<file path="src/rtl/io_bus_pkg.sv">
// Shared types for the I/O bus master: sequencer states, command record layout
// and the data value returned on a wait-timeout abort.
package io_bus_pkg;

    typedef enum logic [2:0] {
        ST_IDLE = 3'd0,
        ST_T1   = 3'd1,
        ST_T2   = 3'd2,
        ST_TW   = 3'd3,
        ST_T3   = 3'd4,
        ST_RSP  = 3'd5
    } state_e;

    localparam int CMD_W = 17;

    typedef struct packed {
        logic       write;
        logic [7:0] addr;
        logic [7:0] wdata;
    } cmd_t;

    localparam logic [7:0] ERR_DATA = 8'hFF;

endpackage

</file>
<file path="src/rtl/io_cmd_fifo.sv">
// Synchronous command FIFO; power-of-two depth so the pointers wrap naturally.
module io_cmd_fifo
    import io_bus_pkg::*;
#(
    parameter int DEPTH = 4
) (
    input  logic                     clk,
    input  logic                     reset,
    input  logic                     push,
    input  logic [CMD_W-1:0]         push_data,
    input  logic                     pop,
    output logic [CMD_W-1:0]         pop_data,
    output logic                     full,
    output logic                     empty,
    output logic [$clog2(DEPTH):0]   count
);
    localparam int AW = $clog2(DEPTH);

    logic [CMD_W-1:0] mem_q [DEPTH];
    logic [CMD_W-1:0] mem_d [DEPTH];
    logic [AW-1:0]    wr_ptr_q, wr_ptr_d;
    logic [AW-1:0]    rd_ptr_q, rd_ptr_d;
    logic [AW:0]      count_q, count_d;
    logic             do_push, do_pop;

    assign full     = (count_q == (AW+1)'(DEPTH));
    assign empty    = (count_q == '0);
    assign count    = count_q;
    assign pop_data = mem_q[rd_ptr_q];

    // A full FIFO refuses a push even when a pop happens on the same edge.
    always_comb begin
        do_push  = push && !full;
        do_pop   = pop && !empty;
        mem_d    = mem_q;
        wr_ptr_d = wr_ptr_q;
        rd_ptr_d = rd_ptr_q;
        count_d  = count_q;
        if (do_push) begin
            mem_d[wr_ptr_q] = push_data;
            wr_ptr_d        = wr_ptr_q + 1'b1;
        end
        if (do_pop) begin
            rd_ptr_d = rd_ptr_q + 1'b1;
        end
        case ({do_push, do_pop})
            2'b10:   count_d = count_q + 1'b1;
            2'b01:   count_d = count_q - 1'b1;
            default: count_d = count_q;
        endcase
    end

    always_ff @(posedge clk or posedge reset) begin
        if (reset) begin
            for (int i = 0; i < DEPTH; i++) begin
                mem_q[i] <= '0;
            end
            wr_ptr_q <= '0;
            rd_ptr_q <= '0;
            count_q  <= '0;
        end else begin
            mem_q    <= mem_d;
            wr_ptr_q <= wr_ptr_d;
            rd_ptr_q <= rd_ptr_d;
            count_q  <= count_d;
        end
    end

endmodule

</file>
<file path="src/rtl/io_bus_master.sv">
// Z80-style I/O cycle initiator: queues read/write commands and runs one
// IORQ/RD/WR bus cycle at a time, returning one response per command in order.
//
// state | meaning
// IDLE  | strobes high, waiting for a queued command and no pending response
// T1    | address and write data driven, strobes still high
// T2    | IORQ plus RD or WR asserted
// TW    | wait states: minimum count, then wait_n extensions up to the timeout
// T3    | last strobe cycle; read data captured at its exit edge
// RSP   | strobes high, response held until rsp_ready
module io_bus_master
    import io_bus_pkg::*;
#(
    parameter int FIFO_DEPTH   = 4,
    parameter int WAIT_STATES  = 1,
    parameter int WAIT_TIMEOUT = 255
) (
    input  logic       clk,
    input  logic       reset,
    input  logic       cmd_valid,
    output logic       cmd_ready,
    input  logic       cmd_write,
    input  logic [7:0] cmd_addr,
    input  logic [7:0] cmd_wdata,
    output logic       rsp_valid,
    input  logic       rsp_ready,
    output logic       rsp_write,
    output logic [7:0] rsp_rdata,
    output logic       rsp_err,
    output logic       iorq_n,
    output logic       rd_n,
    output logic       wr_n,
    output logic [7:0] addr,
    output logic [7:0] dout,
    output logic       dout_oe,
    input  logic [7:0] di,
    input  logic       wait_n
);
    localparam int         CNT_W    = $clog2(FIFO_DEPTH) + 1;
    localparam logic [2:0] WS_LOAD  = (WAIT_STATES > 0) ? 3'(WAIT_STATES - 1) : 3'd0;
    localparam logic [7:0] TMO_LOAD = 8'(WAIT_TIMEOUT);

    state_e           state_q, state_d;
    cmd_t             push_cmd, head_cmd;
    logic [CMD_W-1:0] head_bits;
    logic             fifo_full, fifo_empty, fifo_pop;
    logic [CNT_W-1:0] fifo_count;
    logic             unused_count;

    logic             write_q, write_d;
    logic [7:0]       addr_q, addr_d;
    logic [7:0]       dout_q, dout_d;
    logic             dout_oe_q, dout_oe_d;
    logic             iorq_n_q, iorq_n_d;
    logic             rd_n_q, rd_n_d;
    logic             wr_n_q, wr_n_d;
    logic [2:0]       wait_cnt_q, wait_cnt_d;
    logic [7:0]       tmo_cnt_q, tmo_cnt_d;
    logic             rsp_valid_q, rsp_valid_d;
    logic             rsp_write_q, rsp_write_d;
    logic [7:0]       rsp_rdata_q, rsp_rdata_d;
    logic             rsp_err_q, rsp_err_d;
    logic             complete, abort;

    assign push_cmd = '{write: cmd_write, addr: cmd_addr, wdata: cmd_wdata};
    assign head_cmd = cmd_t'(head_bits);

    io_cmd_fifo #(.DEPTH(FIFO_DEPTH)) u_fifo (
        .clk       (clk),
        .reset     (reset),
        .push      (cmd_valid),
        .push_data (push_cmd),
        .pop       (fifo_pop),
        .pop_data  (head_bits),
        .full      (fifo_full),
        .empty     (fifo_empty),
        .count     (fifo_count)
    );

    assign unused_count = ^fifo_count;

    always_comb begin
        state_d     = state_q;
        write_d     = write_q;
        addr_d      = addr_q;
        dout_d      = dout_q;
        dout_oe_d   = dout_oe_q;
        iorq_n_d    = iorq_n_q;
        rd_n_d      = rd_n_q;
        wr_n_d      = wr_n_q;
        wait_cnt_d  = wait_cnt_q;
        tmo_cnt_d   = tmo_cnt_q;
        rsp_valid_d = rsp_valid_q;
        rsp_write_d = rsp_write_q;
        rsp_rdata_d = rsp_rdata_q;
        rsp_err_d   = rsp_err_q;
        fifo_pop    = 1'b0;
        complete    = 1'b0;
        abort       = 1'b0;

        case (state_q)
            ST_IDLE: begin
                if (!fifo_empty && !rsp_valid_q) begin
                    fifo_pop  = 1'b1;
                    write_d   = head_cmd.write;
                    addr_d    = head_cmd.addr;
                    dout_d    = head_cmd.wdata;
                    dout_oe_d = head_cmd.write;
                    state_d   = ST_T1;
                end
            end
            ST_T1: begin
                iorq_n_d = 1'b0;
                rd_n_d   = write_q;
                wr_n_d   = !write_q;
                state_d  = ST_T2;
            end
            ST_T2: begin
                wait_cnt_d = WS_LOAD;
                tmo_cnt_d  = TMO_LOAD;
                if (WAIT_STATES != 0) begin
                    state_d = ST_TW;
                end else if (wait_n) begin
                    state_d = ST_T3;
                end else begin
                    // With no minimum wait, a low wait_n here is already an extension.
                    state_d   = ST_TW;
                    tmo_cnt_d = TMO_LOAD - 8'd1;
                end
            end
            ST_TW: begin
                if (wait_cnt_q != 3'd0) begin
                    wait_cnt_d = wait_cnt_q - 3'd1;
                end else if (wait_n) begin
                    state_d = ST_T3;
                end else if (tmo_cnt_q == 8'd0) begin
                    abort = 1'b1;
                end else begin
                    tmo_cnt_d = tmo_cnt_q - 8'd1;
                end
            end
            ST_T3: begin
                complete = 1'b1;
            end
            ST_RSP: begin
                if (rsp_ready) begin
                    rsp_valid_d = 1'b0;
                    state_d     = ST_IDLE;
                end
            end
            default: begin
                state_d = ST_IDLE;
            end
        endcase

        if (complete || abort) begin
            iorq_n_d    = 1'b1;
            rd_n_d      = 1'b1;
            wr_n_d      = 1'b1;
            dout_oe_d   = 1'b0;
            rsp_valid_d = 1'b1;
            rsp_write_d = write_q;
            rsp_err_d   = abort;
            rsp_rdata_d = abort ? ERR_DATA : (write_q ? 8'h00 : di);
            state_d     = ST_RSP;
        end
    end

    always_ff @(posedge clk or posedge reset) begin
        if (reset) begin
            state_q     <= ST_IDLE;
            write_q     <= 1'b0;
            addr_q      <= 8'h00;
            dout_q      <= 8'h00;
            dout_oe_q   <= 1'b0;
            iorq_n_q    <= 1'b1;
            rd_n_q      <= 1'b1;
            wr_n_q      <= 1'b1;
            wait_cnt_q  <= 3'd0;
            tmo_cnt_q   <= 8'd0;
            rsp_valid_q <= 1'b0;
            rsp_write_q <= 1'b0;
            rsp_rdata_q <= 8'h00;
            rsp_err_q   <= 1'b0;
        end else begin
            state_q     <= state_d;
            write_q     <= write_d;
            addr_q      <= addr_d;
            dout_q      <= dout_d;
            dout_oe_q   <= dout_oe_d;
            iorq_n_q    <= iorq_n_d;
            rd_n_q      <= rd_n_d;
            wr_n_q      <= wr_n_d;
            wait_cnt_q  <= wait_cnt_d;
            tmo_cnt_q   <= tmo_cnt_d;
            rsp_valid_q <= rsp_valid_d;
            rsp_write_q <= rsp_write_d;
            rsp_rdata_q <= rsp_rdata_d;
            rsp_err_q   <= rsp_err_d;
        end
    end

    assign cmd_ready = !fifo_full;
    assign rsp_valid = rsp_valid_q;
    assign rsp_write = rsp_write_q;
    assign rsp_rdata = rsp_rdata_q;
    assign rsp_err   = rsp_err_q;
    assign iorq_n    = iorq_n_q;
    assign rd_n      = rd_n_q;
    assign wr_n      = wr_n_q;
    assign addr      = addr_q;
    assign dout      = dout_q;
    assign dout_oe   = dout_oe_q;

endmodule

</file>
<file path="config.mk">
export PLATFORM = sky130hd
export DESIGN_NAME = io_bus_master
export DESIGN_NICKNAME = d
export VERILOG_FILES = /design/src/rtl/io_bus_pkg.sv /design/src/rtl/io_cmd_fifo.sv /design/src/rtl/io_bus_master.sv
export SDC_FILE = /design/constraint.sdc
export NUM_CORES = 1
export LEC_CHECK = 0
export ABC_AREA = 1
export CAP_MARGIN = 25
export CORE_UTILIZATION = 45
export DETAILED_ROUTE_END_ITERATION = 7
export HOLD_SLACK_MARGIN = 0.15
export PLACE_DENSITY = 0.77
export SKIP_CTS_REPAIR_TIMING = 1
export SYNTH_ARGS = -nofsm -noshare
export SYNTH_HDL_FRONTEND = slang
export SYNTH_SLANG_ARGS = --single-unit
</file>
<file path="constraint.sdc">
create_clock -name clk -period 5.25 [get_ports clk]
set_clock_uncertainty 0.2 [all_clocks]
set_input_delay 0.525 -clock clk [delete_from_list [all_inputs] [get_ports clk]]
set_output_delay 0.525 -clock clk [all_outputs]
set_load 0.005 [all_outputs]
</file>
== Word level (Yosys, flattened, before mapping) ==
Index checks and enable logic that the tools add are counted.
Operators by class
  reductions and logical operators: 26
  shift-type cells: 0
  multiplexer cells: 40
  divide/modulo/power cells: 0
  equality and inequality tests: 17
  $add $sub $neg: 6
  multipliers: 0
  order comparisons: 3
  bitwise gates (word level): 2
Operators by type and width (number)
  bitwise mux 68 bit: 1
  2-to-1 mux 17 bit: 3
  2-to-1 mux 8 bit: 5
  binary-select mux 17 bit (select 2 bit): 1
  demux 17 bit (select 2 bit): 1
  2-to-1 mux 1 bit: 19
  2-to-1 mux 3 bit: 6
  case mux 3 bit (6 select lines): 1
  case mux 8 bit (2 select lines): 1
  nonzero test 2 bit: 7
  inequality test 3 bit (second input constant): 4
  case mux 3 bit (2 select lines): 2
  inequality test 2 bit (second input constant): 5
  == test 3 bit (second input constant): 3
  zero test 8 bit: 1
  AND reduction 2 bit: 4
  subtractor 8 x 1 -> 8 bit (second input constant): 1
  == test 3 x 2 -> 1 bit (second input constant): 2
  greater-or-equal comparator 3 bit (second input constant): 2
  zero test 3 bit: 2
  inverter 2 -> 3 bit: 2
  subtractor 3 x 1 -> 3 bit (second input constant): 2
  AND reduction 5 bit: 1
  adder 2 x 1 -> 2 bit (second input constant): 2
  other kinds (10): 16
Word-level totals
  memory bits (writable): 0
  bits in registers: 121
  word-level logic and storage cells: 115
  input bits: 30
  latch bits: 0
  ROM bits: 0
  output and inout port bits: 32
  memories kept: 0

== Longest topological paths before layout ==
Gate-level depths: netlist (run 1).
  depth in word-level cells: 8
  depth in mapped cells: 11

== Cells and area by module ==
Synthesis (run 1) repeated with hierarchy kept, for this count alone.
Unflattened totals
  cell total of the unflattened synthesis: 759
  area, all modules: 6053.3 um2
Modules (own cells, without submodules)
  io_cmd_fifo: instances 1, sequential area each 1876.8 um2, cells each 472, area an instance 3778.6 um2
  io_bus_master: instances 1, sequential area each 1154.9 um2, cells each 287, area an instance 2274.7 um2

== Worst setup path after synthesis (run 1) ==
No wires, ideal clock.
  path type: register -> register
  start point: register state_q[2]
  end point: register u_fifo.count_q[2] (netlist: u_fifo.count[2])
  data arrival time: 2.040 ns
  clock period less this slack: 2.371 ns
  cell stages (with the launch flop): 11
  buffers on the path: 1
  path slack: 2.879 ns
  required time: 4.919 ns
  cell sequence: dfrtp_1 -> nor2_2 -> nand2_2 -> nor2_8 -> buf_2 -> ha_1 -> inv_1 -> fa_1 -> a21oi_1 -> o21ai_0 -> xor2_1
On the way
  cells in the longest elaborated chain, start to end: 5
  elaborated cells between the ends (all ways): 7
  classes of those cells: eq/ne (2); mux (2); reduce/logical (3)
RTL lines
  start, declared: line io_bus_master.sv:43  | state_e state_q, state_d;
  start signal, assigned: line io_bus_master.sv:186  | state_q <= state_d;
  zero test 3 bit (*): line io_bus_master.sv:101  | case (state_q)
  2-to-1 mux 1 bit (*): line io_bus_master.sv:101
  logical AND 1 bit (*): line io_cmd_fifo.sv:34  | do_pop = pop && !empty;
  named net u_fifo.do_pop: line io_cmd_fifo.sv:24  | logic do_push, do_pop;
  == test 2 x 1 -> 1 bit / == test 2 bit (equally long branches): line io_cmd_fifo.sv:46  | case ({do_push, do_pop})
  case mux 3 bit (2 select lines) / nonzero test 2 bit (equally long branches)
  end signal, assigned: line io_cmd_fifo.sv:65  | count_q <= count_d;
  end, declared: line io_cmd_fifo.sv:23  | logic [AW:0] count_q, count_d;
Mark *: on every way through the listed nets, which the timed path passes. The rest lies on a longest branch.
A chain may end at the register's enable or synchronous reset.

== Final worst setup path (run 1) ==
  start point: register state_q[2]
  end point: register u_fifo.count_q[2] (netlist: u_fifo.count[2])
On the way
  cells in the longest elaborated chain, start to end: 5
  elaborated cells between the ends (all ways): 7
  classes of those cells: eq/ne (2); mux (2); reduce/logical (3)
RTL lines (line)
  zero test 3 bit (*): io_bus_master.sv:101
  2-to-1 mux 1 bit (*): io_bus_master.sv:101
  logical AND 1 bit (*): io_cmd_fifo.sv:34
  == test 2 x 1 -> 1 bit / == test 2 bit (equally long branches): io_cmd_fifo.sv:46
  case mux 3 bit (2 select lines) / nonzero test 2 bit (equally long branches)
Mark *: on every way between the ends. The rest lies on a longest branch, timed or not.

==> results_dict.tcl, run 1 <==
set metrics [dict create \
    status "finished with violations" \
    crit_required_ns 5.34 \
    first_global_vias 4324 \
    asr_flop_ratio_synth_pct 100 \
    critical_path.endpoint_type "register" \
    timing_worst_setup_path_type "reg2reg" \
    cap_viol_max_count 0 \
    layout_min_cycle_time_ns 2.73 \
    route.detailed.wl_per_inst_um 14.2 \
    port-buffer-count 61 \
    final_layout_size_suffix_gt1_share_pct 7.60 \
    leakage_uw 0.00317 \
    grt_setup_unrepaired "false" \
    grt_antenna_before_repair 0 \
    arrival_ns 2.81 \
    critPathLaunchType "register" \
    final_core_util_pct 58.0 \
    first_iter_violations 306 \
    dieArea_sq_um 12500 \
    clock.fmax_mhz 367 \
    tritoncts_clock_tree "done" \
    clock_tree.buffer_depth 2 \
    synth_area_per_cell_sq_um 8.66 \
    areal_power_density_over_the_cells_nw_per_um2 662 \
    cts_buffers 17 \
    postSynth.topFlopCell "sky130_fd_sc_hd__dfrtp_1" \
    gate_count_after_technology_mapping 629 \
    final_min_period_over_clock_period_pct 51.9 \
    floorplan.io_pins 62 \
    coreArea_sq_um 11600 \
    peakVddDrop_mv 0.312 \
    clockRootBuffer "sky130_fd_sc_hd__clkbuf_16" \
    die_width_um 112 \
    ys_warn_count 0 \
    hp-class "reg2reg" \
    grt_first_pass_wirelength_um 20100 \
    grt_start_max_net_pins 82 \
    cts-htree-levels 4 \
    seq_area_frac_synth_pct 55.7 \
    yosys.cell_types.count 28 \
    vias_cell 5.22 \
    drt-pass1-iter-count 7 \
    max-slew-margin-rel_pct 39.2 \
    insertion_delay_ns 0.41 \
    tns_ns 0 \
    count_of_flip_flops_with_a_built_in_enable_after_synthesis 0 \
    violated_checks "DRC" \
    groute.usage.overall_pct 20.2 \
    finalHoldViolCount 0 \
    ant_nets 0 \
    clock_sinks 121 \
    timing_max_transition_violations_final 0 \
    synth_area_sq_um 5450 \
    drcViolationCount 4 \
    fp-row-count 39 \
    place.detailed.hpwl_um 7280 \
    gp_routability_congestion 0.813 \
    final-setup-viol-count 0 \
    nets 724 \
    syn2layout_area_growth_pct 23.6 \
    via_count 4381 \
    floorplan.initialDensity_pct 46.9 \
    synthesis.nets 669 \
    ys_ff_latch 121 \
    antennaDiodeCount 0 \
    worstMarginPinSlew_ns 0.910 \
    grt_residual_overflow 0 \
    routed_wirelength_um 11900 \
    die_h_um 112 \
    critPathMaxFanout 37 \
    worst_setup_hold_path_clk_slew_ns 0.05 \
]
[cell families (layout without fill, tap and decap cells)]
logic type	count (synthesis)	count (layout)	synth area share (%)
flip-flops	121	121	55.7
adder cells (fa/ha/maj)	10	10	2.44
buffers and inverters	79	147	6.29
AND/OR/NAND/NOR	253	253	19.0
XOR/XNOR	8	8	1.29
AO/OA/AOI/OAI	158	158	15.3
[path summary, 6_finish.rpt]
kind | startpoint | endpoint | slack, ns | depth (start not counted)
worst max-delay path | state_q[2]$_DFFE_PP0P_ | u_fifo.count[2]$_DFFE_PP0P_ | 2.52 | 9
worst min-delay path | rsp_write$_DFFE_PP0P_ | rsp_write$_DFFE_PP0P_ | 0.27 | 2
worst max register to register | state_q[2]$_DFFE_PP0P_ | u_fifo.count[2]$_DFFE_PP0P_ | 2.52 | 9
worst min register to register | rsp_write$_DFFE_PP0P_ | rsp_write$_DFFE_PP0P_ | 0.27 | 2
max in group asynchronous | reset | iorq_n$_DFFE_PP1P_ | 3.40 | 4
min in group asynchronous | reset | rsp_write$_DFFE_PP0P_ | 0.29 | 2
[cell usage after synthesis (3+ instances only)]
master	instances	area share (%)
sky130_fd_sc_hd__inv_2	3	0.21
sky130_fd_sc_hd__xor2_1	6	0.96
sky130_fd_sc_hd__a21oi_1	11	1.0
sky130_fd_sc_hd__nand2_2	7	0.80
sky130_fd_sc_hd__o21ai_0	111	10
sky130_fd_sc_hd__a31oi_1	17	2.0
sky130_fd_sc_hd__nor2_1	105	7.2
sky130_fd_sc_hd__o21ai_1	13	1.2
sky130_fd_sc_hd__buf_6	3	0.62
sky130_fd_sc_hd__inv_1	47	3.2
sky130_fd_sc_hd__buf_2	18	1.7
sky130_fd_sc_hd__nand3_1	13	1.2
sky130_fd_sc_hd__ha_1	9	2.1
sky130_fd_sc_hd__dfrtp_1	118	54
sky130_fd_sc_hd__dfstp_2	3	1.4
sky130_fd_sc_hd__o21ai_2	5	0.80
sky130_fd_sc_hd__clkbuf_1	6	0.41
sky130_fd_sc_hd__nand2_1	120	8.3
[cells in the final DEF (no fill, tap or decap)]
cell type                           n
sky130_fd_sc_hd__clkinvlp_4         2
sky130_fd_sc_hd__o21ai_1           13
sky130_fd_sc_hd__nand2_2            7
sky130_fd_sc_hd__clkbuf_8           3
sky130_fd_sc_hd__inv_1             46
sky130_fd_sc_hd__inv_4              1
sky130_fd_sc_hd__a31oi_1           17
sky130_fd_sc_hd__dfrtp_1          118
sky130_fd_sc_hd__nand3_1           13
sky130_fd_sc_hd__nand2_1          120
sky130_fd_sc_hd__bufinv_16          3
sky130_fd_sc_hd__nor2_1           105
sky130_fd_sc_hd__o22ai_1            1
sky130_fd_sc_hd__buf_4              2
sky130_fd_sc_hd__clkbuf_1           5
sky130_fd_sc_hd__clkdlybuf4s50_1   61
sky130_fd_sc_hd__o21ai_2            5
sky130_fd_sc_hd__clkinv_2           2
sky130_fd_sc_hd__nor2_2             1
sky130_fd_sc_hd__fa_1               1
sky130_fd_sc_hd__nand3_2            1
sky130_fd_sc_hd__dfstp_2            3
sky130_fd_sc_hd__clkbuf_16         17
sky130_fd_sc_hd__a21oi_1           11
sky130_fd_sc_hd__inv_2              3
sky130_fd_sc_hd__nand3b_1           2
sky130_fd_sc_hd__xor2_1             6
sky130_fd_sc_hd__buf_16             1
sky130_fd_sc_hd__clkinv_1           1
sky130_fd_sc_hd__nand4_1            2
sky130_fd_sc_hd__o21ai_0          111
sky130_fd_sc_hd__ha_1               9
sky130_fd_sc_hd__nor2_8             2
sky130_fd_sc_hd__xnor2_1            2
[metal layers]
layer | global-route usage [%] | vias up | wire length [um]
met5 | 0 | - | 0
met2 | 33.4 | 118 | 6020
met3 | 5.35 | 11 | 572
met1 | 25.8 | 2103 | 5230
li1 | - | 2149 | -
met4 | 7.38 | 0 | 96
[critical path, cell delays in order, from the launching register on]
cell and delay, ns:
sky130_fd_sc_hd__dfrtp_1 0.49, sky130_fd_sc_hd__nor2_2 0.20, sky130_fd_sc_hd__nand2_2 0.14, sky130_fd_sc_hd__nor2_8 0.45, sky130_fd_sc_hd__ha_1 0.23, sky130_fd_sc_hd__inv_1 0.07
sky130_fd_sc_hd__fa_1 0.39, sky130_fd_sc_hd__a21oi_1 0.16, sky130_fd_sc_hd__o21ai_0 0.11, sky130_fd_sc_hd__xor2_1 0.16
[registers in the layout, summed over array words and instances, names as in the netlist, 2 cells and up]
| register | cells |
|---|---|
| u_fifo.mem_q | 68 |
| addr | 8 |
| dout | 8 |
| rsp_rdata | 8 |
| tmo_cnt_q | 8 |
| state_q | 3 |
| u_fifo.count | 3 |
| wait_cnt_q | 3 |
| u_fifo.rd_ptr_q | 2 |
| u_fifo.wr_ptr_q | 2 |
[area by class of cell]
class | count | area [sq um]
clock buffer | 25 | 485
clock inverter | 7 | 115
fill | 1003 | 4880
inverter | 51 | 194
multi-input combinational | 429 | 2070
sequential | 121 | 3030
tap | 143 | 179
timing repair buffer | 64 | 653
[power by group]
part | internal, uW | switching [uW]
logic | 679 | 921
clock network | 782 | 391
registers | 1390 | 300
total | 2850 | 1610
[metrics by stage]
step | std cells | setup WS [ns] | power, uW | hold slack, ns | instance area (sq um)
floorplan | 629 | 1.32 | 2730 | 0.248 | 5450
global route | 840 | 2.38 | 4790 | 0.299 | 6730
CTS | 839 | 2.52 | 4480 | 0.276 | 6700
detailed placement | 807 | 2.57 | 3270 | 0.263 | 6100
global placement | 807 | 2.65 | 3180 | 0.260 | 6100
finish | 840 | 2.52 | 4460 | 0.272 | 6730
No activity file was read; power rests on OpenSTA's default activity.
==> run 2: changes to the inputs <==
clock period = 2.8 ns   (was 5.25 ns; I/O delays follow)
==> run 2 against run 1 <==
Net effect: largest cell class unchanged; critical path type unchanged; register-to-register slack got worse by 2.0 ns; wire length rose by 5.0%; combinational power rose by 94%; core utilization rose by 0.72 points; the run still ends with DRC left.
==> results_dict.tcl, run 2 (synthesis results as in run 1) <==
set metrics [dict create \
    status "finished with violations" \
    violated_checks "DRC" \
    hp-class "reg2reg" \
    critPathLaunchType "register" \
    final_min_period_over_clock_period_pct 80.6 \
    grt_setup_unrepaired "false" \
    drt-pass1-iter-count 7 \
    cp.buffers_inverters 1 \
    cp_cell_sequence "nor2_2 > nand2_2 > nor2_8 > ha_1 > inv_1 > fa_1 > a21oi_1 > o21ai_0 > xor2_1" \
    via_count 4523 \
    tns_ns 0 \
    floorplan.initialDensity_pct 46.9 \
    critical-path-slowest-cell "sky130_fd_sc_hd__dfrtp_1" \
    critical-path-max-stage-delay_ns 0.49 \
    power_frac_comb_pct 36.3 \
    final-setup-viol-count 0 \
    worst_path_dominant_cell_family "adder cells" \
    groute.usage.overall_pct 21.9 \
    port-buffer-count 61 \
    floorplan.io_pins 62 \
    ant_nets 0 \
    timing_worst_setup_path_type "reg2reg" \
    vias_cell 5.35 \
    timing_max_transition_violations_final 0 \
    cts_buffers 17 \
    place.detailed.hpwl_um 7800 \
    finalHoldViolCount 0 \
    gp_routability_congestion 0.800 \
    clock_tree.buffer_depth 2 \
    clock.fmax_mhz 443 \
    fp-row-count 39 \
    switchingPower_uw 3100 \
    largest_register_ffs 68 \
    layout.filler_cells 991 \
    syn2layout_area_growth_pct 25.1 \
    grt_start_max_net_pins 53 \
    worst_setup_hold_path_clk_slew_ns 0.05 \
    die_h_um 112 \
    critPathMaxFanout 6 \
    drcViolationCount 1 \
    final_core_util_pct 58.7 \
    leakage_uw 0.00321 \
    tritoncts_clock_tree "done" \
    clockPowerShare_pct 27.1 \
    critical_path.endpoint_type "register" \
    arrival_ns 2.34 \
    peakVddDrop_mv 0.582 \
    first_iter_violations 359 \
    areal_power_density_over_the_cells_nw_per_um2 1250 \
    routed_wirelength_um 12500 \
    grt_antenna_before_repair 0 \
    coreArea_sq_um 11600 \
    worstMarginPinSlew_ns 0.672 \
    route.detailed.wl_per_inst_um 14.8 \
    grt_first_pass_wirelength_um 21400 \
    cap_viol_max_count 0 \
    max-slew-margin-rel_pct 55.1 \
    clockRootBuffer "sky130_fd_sc_hd__clkbuf_16" \
    insertion_delay_ns 0.41 \
    layout_min_cycle_time_ns 2.26 \
    first_global_vias 4481 \
    antennaDiodeCount 0 \
    clock_sinks 121 \
    regMostFlops "u_fifo.mem_q" \
    final_layout_size_suffix_gt1_share_pct 8.83 \
    seqPwrFrac_pct 36.6 \
    grt_residual_overflow 0 \
    cts-htree-levels 4 \
    final_cell_mix "sky130_fd_sc_hd__nand2_1 (120), sky130_fd_sc_hd__dfrtp_1 (118), sky130_fd_sc_hd__o21ai_0 (111)" \
    dieArea_sq_um 12500 \
    power.switching_fraction_pct 36.2 \
    crit_required_ns 2.89 \
    final_common_cell "sky130_fd_sc_hd__nand2_1" \
    internal_power_uw 5460 \
    nets 729 \
    die_width_um 112 \
]
run 2: changes by cell type in the layout (fill, tap and decap cells not counted), moves of 2 or more:
| cell | change |
|---|---|
| sky130_fd_sc_hd__clkinv_2 | +2 |
| sky130_fd_sc_hd__buf_4 | +3 |
| sky130_fd_sc_hd__clkinvlp_4 | +2 |
| sky130_fd_sc_hd__buf_12 | +2 |
| sky130_fd_sc_hd__clkbuf_1 | -5 |
run 2: layer usage:
| layer | vias to the layer above | routed length (um) | track usage (%) |
|---|---|---|---|
| li1 | 2150 | - | - |
| met1 | 2191 | 5380 | 28.1 |
| met2 | 159 | 6190 | 35.3 |
| met3 | 23 | 728 | 5.94 |
| met4 | 0 | 222 | 9.07 |
| met5 | - | 0 | 0 |
run 2: final cells by class:
class,count,area [sq um],share of cell area (%)
flip-flops and latches,121,3030,44.5
multi-input cells,429,2070,30.4
repair buffers,69,698,10.2
clock buffers,20,467,6.85
inverters,51,195,2.86
well taps,143,179,2.63
clock inverters,12,171,2.52
run 2: worst register-to-register path: stages, from the launching register on:
cell and delay (ns):
sky130_fd_sc_hd__dfrtp_1 0.49, sky130_fd_sc_hd__nor2_2 0.19, sky130_fd_sc_hd__nand2_2 0.13, sky130_fd_sc_hd__nor2_8 0.12, sky130_fd_sc_hd__ha_1 0.15, sky130_fd_sc_hd__inv_1 0.06
sky130_fd_sc_hd__fa_1 0.38, sky130_fd_sc_hd__a21oi_1 0.15, sky130_fd_sc_hd__o21ai_0 0.11, sky130_fd_sc_hd__xor2_1 0.15
run 2: path summary, 6_finish.rpt:
kind                                        start                            to  slack [ns]  depth (start not counted)
min in group asynchronous                   reset     wait_cnt_q[0]$_DFFE_PP0P_        0.64                          3
setup reg to reg           state_q[2]$_DFFE_PP0P_   u_fifo.count[2]$_DFFE_PP0P_        0.54                          9
max in group asynchronous                   reset  u_fifo.mem_q[24]$_DFFE_PP0P_        1.12                          4
hold / removal                 iorq_n$_DFFE_PP1P_            iorq_n$_DFFE_PP1P_        0.27                          2
hold reg to reg                iorq_n$_DFFE_PP1P_            iorq_n$_DFFE_PP1P_        0.27                          2
setup / recovery           state_q[2]$_DFFE_PP0P_   u_fifo.count[2]$_DFFE_PP0P_        0.54                          9
run 2: metrics by stage:
stage | cells | cell area (sq um) | setup slack, ns | hold slack [ns] | total power, uW
2_1_floorplan | 629 | 5450 | 0.429 | 0.248 | 5110
3_3_place_gp | 812 | 6170 | 0.634 | 0.255 | 6020
3_5_place_dp | 812 | 6170 | 0.589 | 0.263 | 6200
4_1_cts | 844 | 6800 | 0.558 | 0.0955 | 8590
5_1_grt | 845 | 6810 | 0.435 | 0.288 | 9210
6_report | 845 | 6810 | 0.543 | 0.269 | 8550
run 2: power groups by stage:
stage	clock, uW	combinational (uW)	sequential, uW
2_1_floorplan	0	2100	3010
3_3_place_gp	0	2940	3080
3_5_place_dp	0	3070	3120
4_1_cts	2350	3130	3120
5_1_grt	2430	3550	3230
6_report	2320	3100	3130
==> run 3: changes to the inputs <==
clock period = 2.1 ns   (was 2.8 ns; I/O delays follow)
==> run 3 against run 2 <==
Net effect: the run still ends with DRC left; combinational power rose by 39%; final cell count rose by 1.1%; sequential power rose by 33%; setup slack got worse by 0.48 ns; core utilization rose by 0.60 points; worst hold slack got worse by 0.18 ns; cell area rose by 1.0%; clock-buffer cell count rose by 3; non-clock buffer count rose by 9; via count rose by 1.4%; wire length rose by 0.96%; first-iteration DRC count fell by 0.84%.
==> results_dict.tcl, run 3 (synthesis results as in run 1) <==
set metrics [dict create \
    tritoncts_clock_tree "done" \
    crit_required_ns 2.19 \
    timing.final.ws_setup_ns 0.0648 \
    critPathMaxFanout 6 \
    hp-class "in2async" \
    drt-pass1-iter-count 7 \
    clock.fmax_mhz 491 \
    final-setup-viol-count 0 \
    worstMarginPinSlew_ns 0.656 \
    critPathLaunchType "register" \
    arrival_ns 2.12 \
    power.switching_fraction_pct 36.7 \
    layout_min_cycle_time_ns 2.04 \
    status "finished with violations" \
    floorplan.io_pins 62 \
    switchingPower_uw 4180 \
    violated_checks "DRC" \
    cp_cell_sequence "nor2_4 > nand2_4 > nor2_8 > ha_4 > inv_2 > fa_2 > a21oi_1 > o21ai_1 > xor2_1" \
    largest_register_ffs 68 \
    placed_cell_area_sq_um 6250 \
    route.detailed.wl_per_inst_um 14.8 \
    first_global_vias 4514 \
    seqPwrFrac_pct 36.5 \
    port-buffer-count 61 \
    worst_setup_hold_path_clk_slew_ns 0.05 \
    grt_start_max_net_pins 122 \
    timing_max_transition_violations_final 0 \
    insertion_delay_ns 0.41 \
    clock_sinks 121 \
    dpl_worst_slack_ns 0.0875 \
    syn2layout_area_growth_pct 26.4 \
    dieArea_sq_um 12500 \
    reg2reg_to "u_fifo.count[2]$_DFFE_PP0P_" \
    first_iter_violations 356 \
    clock_tree.buffer_depth 2 \
    grt_residual_overflow 0 \
    via_count 4586 \
    nets 738 \
    cap_viol_max_count 0 \
    clockPowerShare_pct 25.7 \
    clockRootBuffer "sky130_fd_sc_hd__clkbuf_16" \
    die_h_um 112 \
    final_cell_mix "sky130_fd_sc_hd__nand2_1 (119), sky130_fd_sc_hd__dfrtp_1 (116), sky130_fd_sc_hd__o21ai_0 (110)" \
    ff2ff_setup_slack_ns 0.06 \
    gp_routability_congestion 0.845 \
    regToRegStartpoint "state_q[0]$_DFFE_PP0P_" \
    power_frac_comb_pct 37.8 \
    critical_path.endpoint_type "register" \
    cts-htree-levels 4 \
    finalHoldViolCount 0 \
    internal_power_uw 7230 \
    regMostFlops "u_fifo.mem_q" \
    antennaDiodeCount 0 \
    areal_power_density_over_the_cells_nw_per_um2 1660 \
    routed_wirelength_um 12600 \
    vias_cell 5.37 \
    ant_nets 0 \
    leakage_uw 0.00323 \
    final_layout_size_suffix_gt1_share_pct 11.0 \
    coreArea_sq_um 11600 \
    final_min_period_over_clock_period_pct 96.9 \
    floorplan.initialDensity_pct 46.9 \
    peakVddDrop_mv 0.884 \
    fp-row-count 39 \
    critical-path-max-stage-delay_ns 0.46 \
    cts_buffers 17 \
    place.detailed.hpwl_um 7890 \
    tns_ns 0 \
    ff2ff_path_depth 9 \
    drcViolationCount 4 \
    die_width_um 112 \
    groute.usage.overall_pct 21.8 \
    timing_worst_setup_path_type "reg2reg" \
    max-slew-margin-rel_pct 56.2 \
    final_common_cell "sky130_fd_sc_hd__nand2_1" \
    grt_first_pass_wirelength_um 21400 \
    stdcell_area_sq_um 6880 \
    grt_antenna_before_repair 0 \
    critical-path-slowest-cell "sky130_fd_sc_hd__dfrtp_2" \
]
## run 3: changes by cell type in the layout (fill, tap and decap cells not counted), sizes merged
cell | before | now
clkbuf | 20 | 23
clkinv | 6 | 3
buf | 7 | 17
clkinvlp | 4 | 5
bufinv | 4 | 2
inv | 49 | 50
dlygate4sd3 | 1 | 0
## run 3: power by group through the flow
stage / sequential, uW / clock (uW) / combinational (uW)
after floorplan: 4020 / 0 / 2840
after global placement: 4090 / 0 / 4050
after detailed placement: 4170 / 0 / 4240
after CTS: 4140 / 2980 / 4300
after global routing: 4290 / 3070 / 4920
final: 4160 / 2930 / 4320
## run 3: worst max path at each step
stage	startpoint	endpoint	slack [ns]
after floorplan	state_q[2]$_DFFE_PP0P_	u_fifo.count[2]$_DFFE_PP0P_	-0.04
after global placement	u_fifo.count[0]$_DFFE_PP0P_	u_fifo.count[2]$_DFFE_PP0P_	0.13
after detailed placement	u_fifo.count[0]$_DFFE_PP0P_	u_fifo.count[2]$_DFFE_PP0P_	0.09
after CTS	u_fifo.count[0]$_DFFE_PP0P_	u_fifo.count[2]$_DFFE_PP0P_	0.06
after global routing	state_q[0]$_DFFE_PP0P_	u_fifo.count[2]$_DFFE_PP0P_	-0.0008
final	state_q[0]$_DFFE_PP0P_	u_fifo.count[2]$_DFFE_PP0P_	0.06
## run 3: stage by stage
| step | utilization [%] | cells | total power (uW) | hold WS, ns |
|---|---|---|---|---|
| 3_3_place_gp | 53.8 | 819 | 8140 | 0.258 |
| 4_1_cts | 59.0 | 851 | 11400 | 0.173 |
| 5_1_grt | 59.3 | 854 | 12300 | 0.219 |
| 6_report | 59.3 | 854 | 11400 | 0.0913 |
| 3_5_place_dp | 53.8 | 819 | 8400 | 0.266 |
| 2_1_floorplan | - | 629 | 6860 | 0.186 |
## run 3: layer usage
| layer | GRT usage (%) | share of wire (%) | up-vias |
|---|---|---|---|
| met4 | 10.8 | 1.4 | 0 |
| li1 | - | - | 2165 |
| met3 | 3.94 | 5.4 | 20 |
| met1 | 27.1 | 42 | 2249 |
| met5 | 0 | 0 | - |
| met2 | 37.0 | 51 | 152 |
## run 3: layout make-up
| cell class | instances | area [sq um] |
|---|---|---|
| flip-flops and latches | 121 | 3030 |
| clock buffers | 23 | 498 |
| multi-input cells | 429 | 2100 |
| inverters | 51 | 195 |
| repair buffers | 78 | 763 |
| fillers | 995 | 4730 |
| well taps | 143 | 179 |
| clock inverters | 9 | 113 |
## run 3: critical path, delay by kind of cell (launching register included)
| kind | cells | cell delay (ns) |
|---|---|---|
| adders and majority gates | 2 | 0.48 |
| and+or+nand+nor | 3 | 0.34 |
| DFF | 1 | 0.46 |
| AOI/OAI and AO/OA | 2 | 0.24 |
| buffers and inverters | 1 | 0.04 |
| xor gates and xnor gates | 1 | 0.15 |
==> edit 1 (config.mk and constraints of run 3) <==
The parameter `WAIT_STATES` goes from 1 to 0.
--- a/src/rtl/io_bus_master.sv
+++ b/src/rtl/io_bus_master.sv
@@ -14,3 +14,3 @@
     parameter int FIFO_DEPTH   = 4,
-    parameter int WAIT_STATES  = 1,
+    parameter int WAIT_STATES  = 0,
     parameter int WAIT_TIMEOUT = 255
Behaviour: not the same (a bounded check fails within 10 cycles, from zero or initial values and one cycle with reset high).
==> edit 1 against run 3 <==
- via count shrank 1.4%
- total power down 2.7%
- largest cell class unchanged
- synthesized area is 0.71% lower
- the flow still finishes with violations (design-rule violations)
- sequential share of layout area fell by 0.26 points
- wire length shrank 2.5%
- non-clock buffer count rose by 7
- hold slack improved by 0.10 ns
- largest power group unchanged
- setup slack got worse by 0.041 ns
- critical path depth grew 2
- design area is 0.51% higher
- sequential cell count unchanged
==> edit 1: results (changes against run 3) <==
drt_drc_violations_left: 4  # unchanged
dp_slack_ns: 0.0450  # -0.0425 ns
synthesis.nets: 670  # +0.15%
placed_area_sq_um: 6250  # +0.12%
drt-wirelength-per-cell_um: 14.3  # -3.2%
relSlewSlack_pct: 66.1  # +9.9 points
use_met3_pct: 5.28  # +1.3 points
grt_pass1_wl_um: 21000  # -1.7%
hpwl_um: 7770  # -1.5%
hold_depth: 3
fin_crit_ns: 2.08  # +0.0409 ns
status: "complete, but fails checks"
clock_latency_ns: 0.40
grt_util_met1_pct: 25.9  # -1.1 points
maxCapViolCount: 0  # unchanged
top_layer_used: "met4"
fillCellCount: 970  # -2.5%
place.gp.congestion: 0.898  # +6.3%
viasPerCell: 5.26  # -2.0%
synth_cell_type_count: 28  # unchanged
root_buffer: "clkbuf_16"
vdd_ir_drop_max_mv: 0.929  # +5.1%
ys_top_cells_by_area: "dfrtp_1 (55%), o21ai_0 (11%), nand2_1 (8.0%)"
routed-via-count: 4524  # -1.4%
reg2reg_to: "u_fifo.count[2]"
fin_hold_ws_ns: 0.195  # +0.104 ns
path_clk_slew_ns: 0.05  # about the same
drt-initial-drc-count: 368  # +3.4%
cp_slowest_cell: "dfrtp_1"
p_leak_nw: 3.22  # -0.34%
grt-busiest-layer: "met2"
violations: "design-rule violations"
grt_max_degree: 53  # -57%
worstRegToRegCells: 11  # +2
hold_class: "in -> reg"
largest_register_ff_count: 68  # unchanged
synth_warnings: 0  # unchanged
synth_commonest_cells: "o21ai_0 (119), dfrtp_1 (118), nand2_1 (115)"
m1WireLength_um: 5270  # -0.75%
yosysSeqAreaShare_pct: 56.1  # +0.40 points
grt_usage_pct: 21.1  # -0.75 points
cp_max_fo: 3  # -3
max-clock-path-buffers: 2  # unchanged
worstHoldEndpoint: "rsp_rdata[2]"
top_register: "u_fifo.mem_q"
cts_buffers: 17  # unchanged
critical-path-max-stage-delay_ns: 0.39  # -0.07 ns
dp_cells: 825  # +0.73%
drive_above_1_share_pct: 11.0  # +0.048 points
diodes: 0  # unchanged
crit_arrival_ns: 2.16  # +0.04 ns
nNetsFinal: 745  # +0.95%
netSwitchingPower_mw: 3.89  # -7.0%
r2r_slack_ns: 0.02  # -0.04 ns
met3_length_um: 681  # +0.15%
drt_first_pass_iters: 8  # +1
wl_met2_um: 6210  # -4.0%
grt_util_met2_pct: 35.9  # -1.2 points
netlist_instances: 630  # +0.16%
edit 1: logic make-up after synthesis:
kind of cell / after synthesis / share of synthesized area, %
buffers and inverters: 85 / 6.80
AND/OR/NAND/NOR: 252 / 18.7
AO/OA/AOI/OAI: 155 / 14.8
adder cells (fa/ha/maj): 10 / 2.45
XOR/XNOR: 7 / 1.13
flip-flops: 121 / 56.1
edit 1: worst max-delay path by stage:
stage	endpoint	from	depth (start not counted)
detailed placement	u_fifo.count[2]	state_q[0]	11
global route	u_fifo.count[2]	state_q[0]	11
CTS	u_fifo.count[2]	state_q[0]	11
finish	u_fifo.count[2]	state_q[0]	11
global placement	u_fifo.count[2]	state_q[1]	11
floorplan	u_fifo.count[2]	state_q[0]	12
edit 1: critical path: cells and delay by family (launching register included):
kind                     cells  cell delay, ns
buffers and inverters        3            0.21
AO/OA/AOI/OAI                2            0.25
adder cells (fa/ha/maj)      2            0.47
XOR/XNOR                     1            0.15
flip-flops                   1            0.39
AND/OR/NAND/NOR              3            0.27
edit 1: power groups by stage:
| stage | clock (mW) | sequential [mW] | combinational [mW] |
|---|---|---|---|
| 2_1_floorplan | 0 | 3.93 | 2.59 |
| 3_3_place_gp | 0 | 3.96 | 3.81 |
| 3_5_place_dp | 0 | 4.02 | 3.98 |
| 4_1_cts | 3.02 | 4.00 | 4.04 |
| 5_1_grt | 3.14 | 4.13 | 4.66 |
| 6_report | 2.98 | 4.01 | 4.12 |
edit 1: final cells by class:
type                    instances  area [sq um]  area share, %
multi-input cells             424          2060           29.7
clock buffers                  23           458           6.62
clock inverters                 8           145           2.10
flip-flops and latches        121          3030           43.8
repair buffers                 85           831           12.0
well taps                     143           179           2.59
inverters                      56           216           3.13
==> edit 2 (settings of run 3) <==
Without the edit above. Encoding of `state_e`: now one-hot (6 bits for 6 states).
--- a/src/rtl/io_bus_pkg.sv
+++ b/src/rtl/io_bus_pkg.sv
@@ -4,9 +4,9 @@
 
-    typedef enum logic [2:0] {
-        ST_IDLE = 3'd0,
-        ST_T1   = 3'd1,
-        ST_T2   = 3'd2,
-        ST_TW   = 3'd3,
-        ST_T3   = 3'd4,
-        ST_RSP  = 3'd5
+    typedef enum logic [5:0] {
+        ST_IDLE = 6'b000001,
+        ST_T1   = 6'b000010,
+        ST_T2   = 6'b000100,
+        ST_TW   = 6'b001000,
+        ST_T3   = 6'b010000,
+        ST_RSP  = 6'b100000
     } state_e;
Behaviour: same outputs for any inputs over 10 cycles, from zero or initial values and one cycle with reset high; not proved beyond that.
==> edit 2 against run 3 <==
- the run ends with negative setup slack left
- wire length increased by 0.73%
- count of clock-buffer cells in the layout decreased by 3
- design area is 2.3% higher
- setup slack worse by 0.068 ns
- sequential cell count rose by 3
- core utilization down 0.66 points
- synthesized area rose by 2.0%
Power is not compared: it rests on default switching activity, and its combinational part moved more than twofold at a synthesized area within 25%.
==> edit 2: results (changes against run 3) <==
status: "complete, but fails checks"
violations: "negative setup slack"
viasPerCell: 5.22  # -2.7%
grt_pass1_wl_um: 21900  # +2.5%
grt_util_met1_pct: 26.4  # -0.68 points
top_register: "u_fifo.mem_q"
dp_slack_ns: -0.0675  # -0.155 ns
yosysSeqAreaShare_pct: 56.0  # +0.30 points
grt_usage_pct: 22.0  # +0.21 points
synth_commonest_cells: "nand2_1 (136), dfrtp_1 (120), o21ai_0 (110)"
nNetsFinal: 766  # +3.8%
ys_async_sr_fraction_pct: 100  # unchanged
crit_family: "flip-flops"
synth_xor_area_share_pct: 1.10  # -0.18 points
dp_cells: 851  # +3.9%
crit_start: "state_q[0]"
crit_arrival_ns: 2.19  # +0.07 ns
hpwl_um: 8350  # +5.9%
netSwitchingPower_mw: 2.25
max-clock-path-buffers: 2  # unchanged
cp_slowest_cell: "dfstp_2"
drt-initial-drc-count: 376  # +5.6%
synth_cell_type_count: 29  # +3.6%
avgSynthCellArea_sq_um: 8.54  # -1.3%
synth_compound_area_share_pct: 14.5  # -0.81 points
drt-wirelength-per-cell_um: 14.4  # -2.7%
antenna_found_initial: 0  # unchanged
hold_class: "in -> reg"
io_buffers: 61  # unchanged
synthesis.nets: 690  # +3.1%
largest_register_ff_count: 68  # unchanged
p_leak_nw: 3.38
worstRegToRegCells: 10  # +1
drive_above_1_share_pct: 9.91  # -1.1 points
setup_slack_ns: -0.00327  # -0.0680 ns
grt_max_degree: 36  # -70%
synthAdderAreaFrac_pct: 2.39  # -0.047 points
worst_pin_slew_ns: 0.600  # -0.0565 ns
cp_max_fo: 3  # -3
use_met3_pct: 5.89  # +2.0 points
grt_util_met2_pct: 37.9  # +0.90 points
htreeDepth: 4  # unchanged
routed-via-count: 4617  # +0.68%
drt_first_pass_iters: 5  # -2
final-setup-viol-count: 1  # +1
grt_pass1_vias: 4700  # +4.1%
place.gp.congestion: 0.807  # -4.5%
ys_top_cells_by_area: "dfrtp_1 (54%), o21ai_0 (9.9%), nand2_1 (9.2%)"
fin_hold_ws_ns: 0.209  # +0.117 ns
critical-path-max-stage-delay_ns: 0.55  # +0.09 ns
## edit 2: area by class of cell
class                   instances  area (sq um)
clock buffers                  20           437
multi-input cells             437          2100
clock inverters                10           144
inverters                      63           240
fillers                       997          4970
repair buffers                 83           828
well taps                     147           184
flip-flops and latches        124          3110
## edit 2: layer usage
layer	vias to the layer above	part of all wire, %
met5	-	0
met4	0	1.8
met3	24	5.8
met2	162	50
met1	2196	42
li1	2235	-
## edit 2: worst min-delay path by stage
stage / startpoint / endpoint / cells past startpoint
floorplan: di[0] / rsp_rdata[0] / 2
global placement: wr_n / wr_n / 2
detailed placement: rsp_err / rsp_err / 2
CTS: reset / rsp_rdata[4] / 2
global route: di[1] / rsp_rdata[1] / 3
finish: di[1] / rsp_rdata[1] / 3
## edit 2: kinds of logic (layout without fill, tap and decap cells)
logic type | Yosys count | count (layout)
flip-flops | 124 | 124
AO/OA/AOI/OAI | 151 | 151
adder cells (fa/ha/maj) | 10 | 10
buffers and inverters | 89 | 176
AND/OR/NAND/NOR | 269 | 269
XOR/XNOR | 7 | 7
## edit 2: through the flow
stage | setup TNS [ns] | instance area (sq um)
after floorplan | -0.194 | 5580
after CTS | -0.0845 | 7010
after detailed placement | -0.0675 | 6430
after global routing | -0.154 | 7040
after global placement | 0 | 6430
final | -0.00327 | 7040
## edit 2: power by group through the flow
stage	clock network [mW]	logic (mW)	registers (mW)
after CTS	2.93	1.44	3.39
final	2.88	1.43	3.41
after floorplan	0	1.06	3.33
after global placement	0	1.32	3.38
after detailed placement	0	1.42	3.42
after global routing	3.06	1.67	3.48
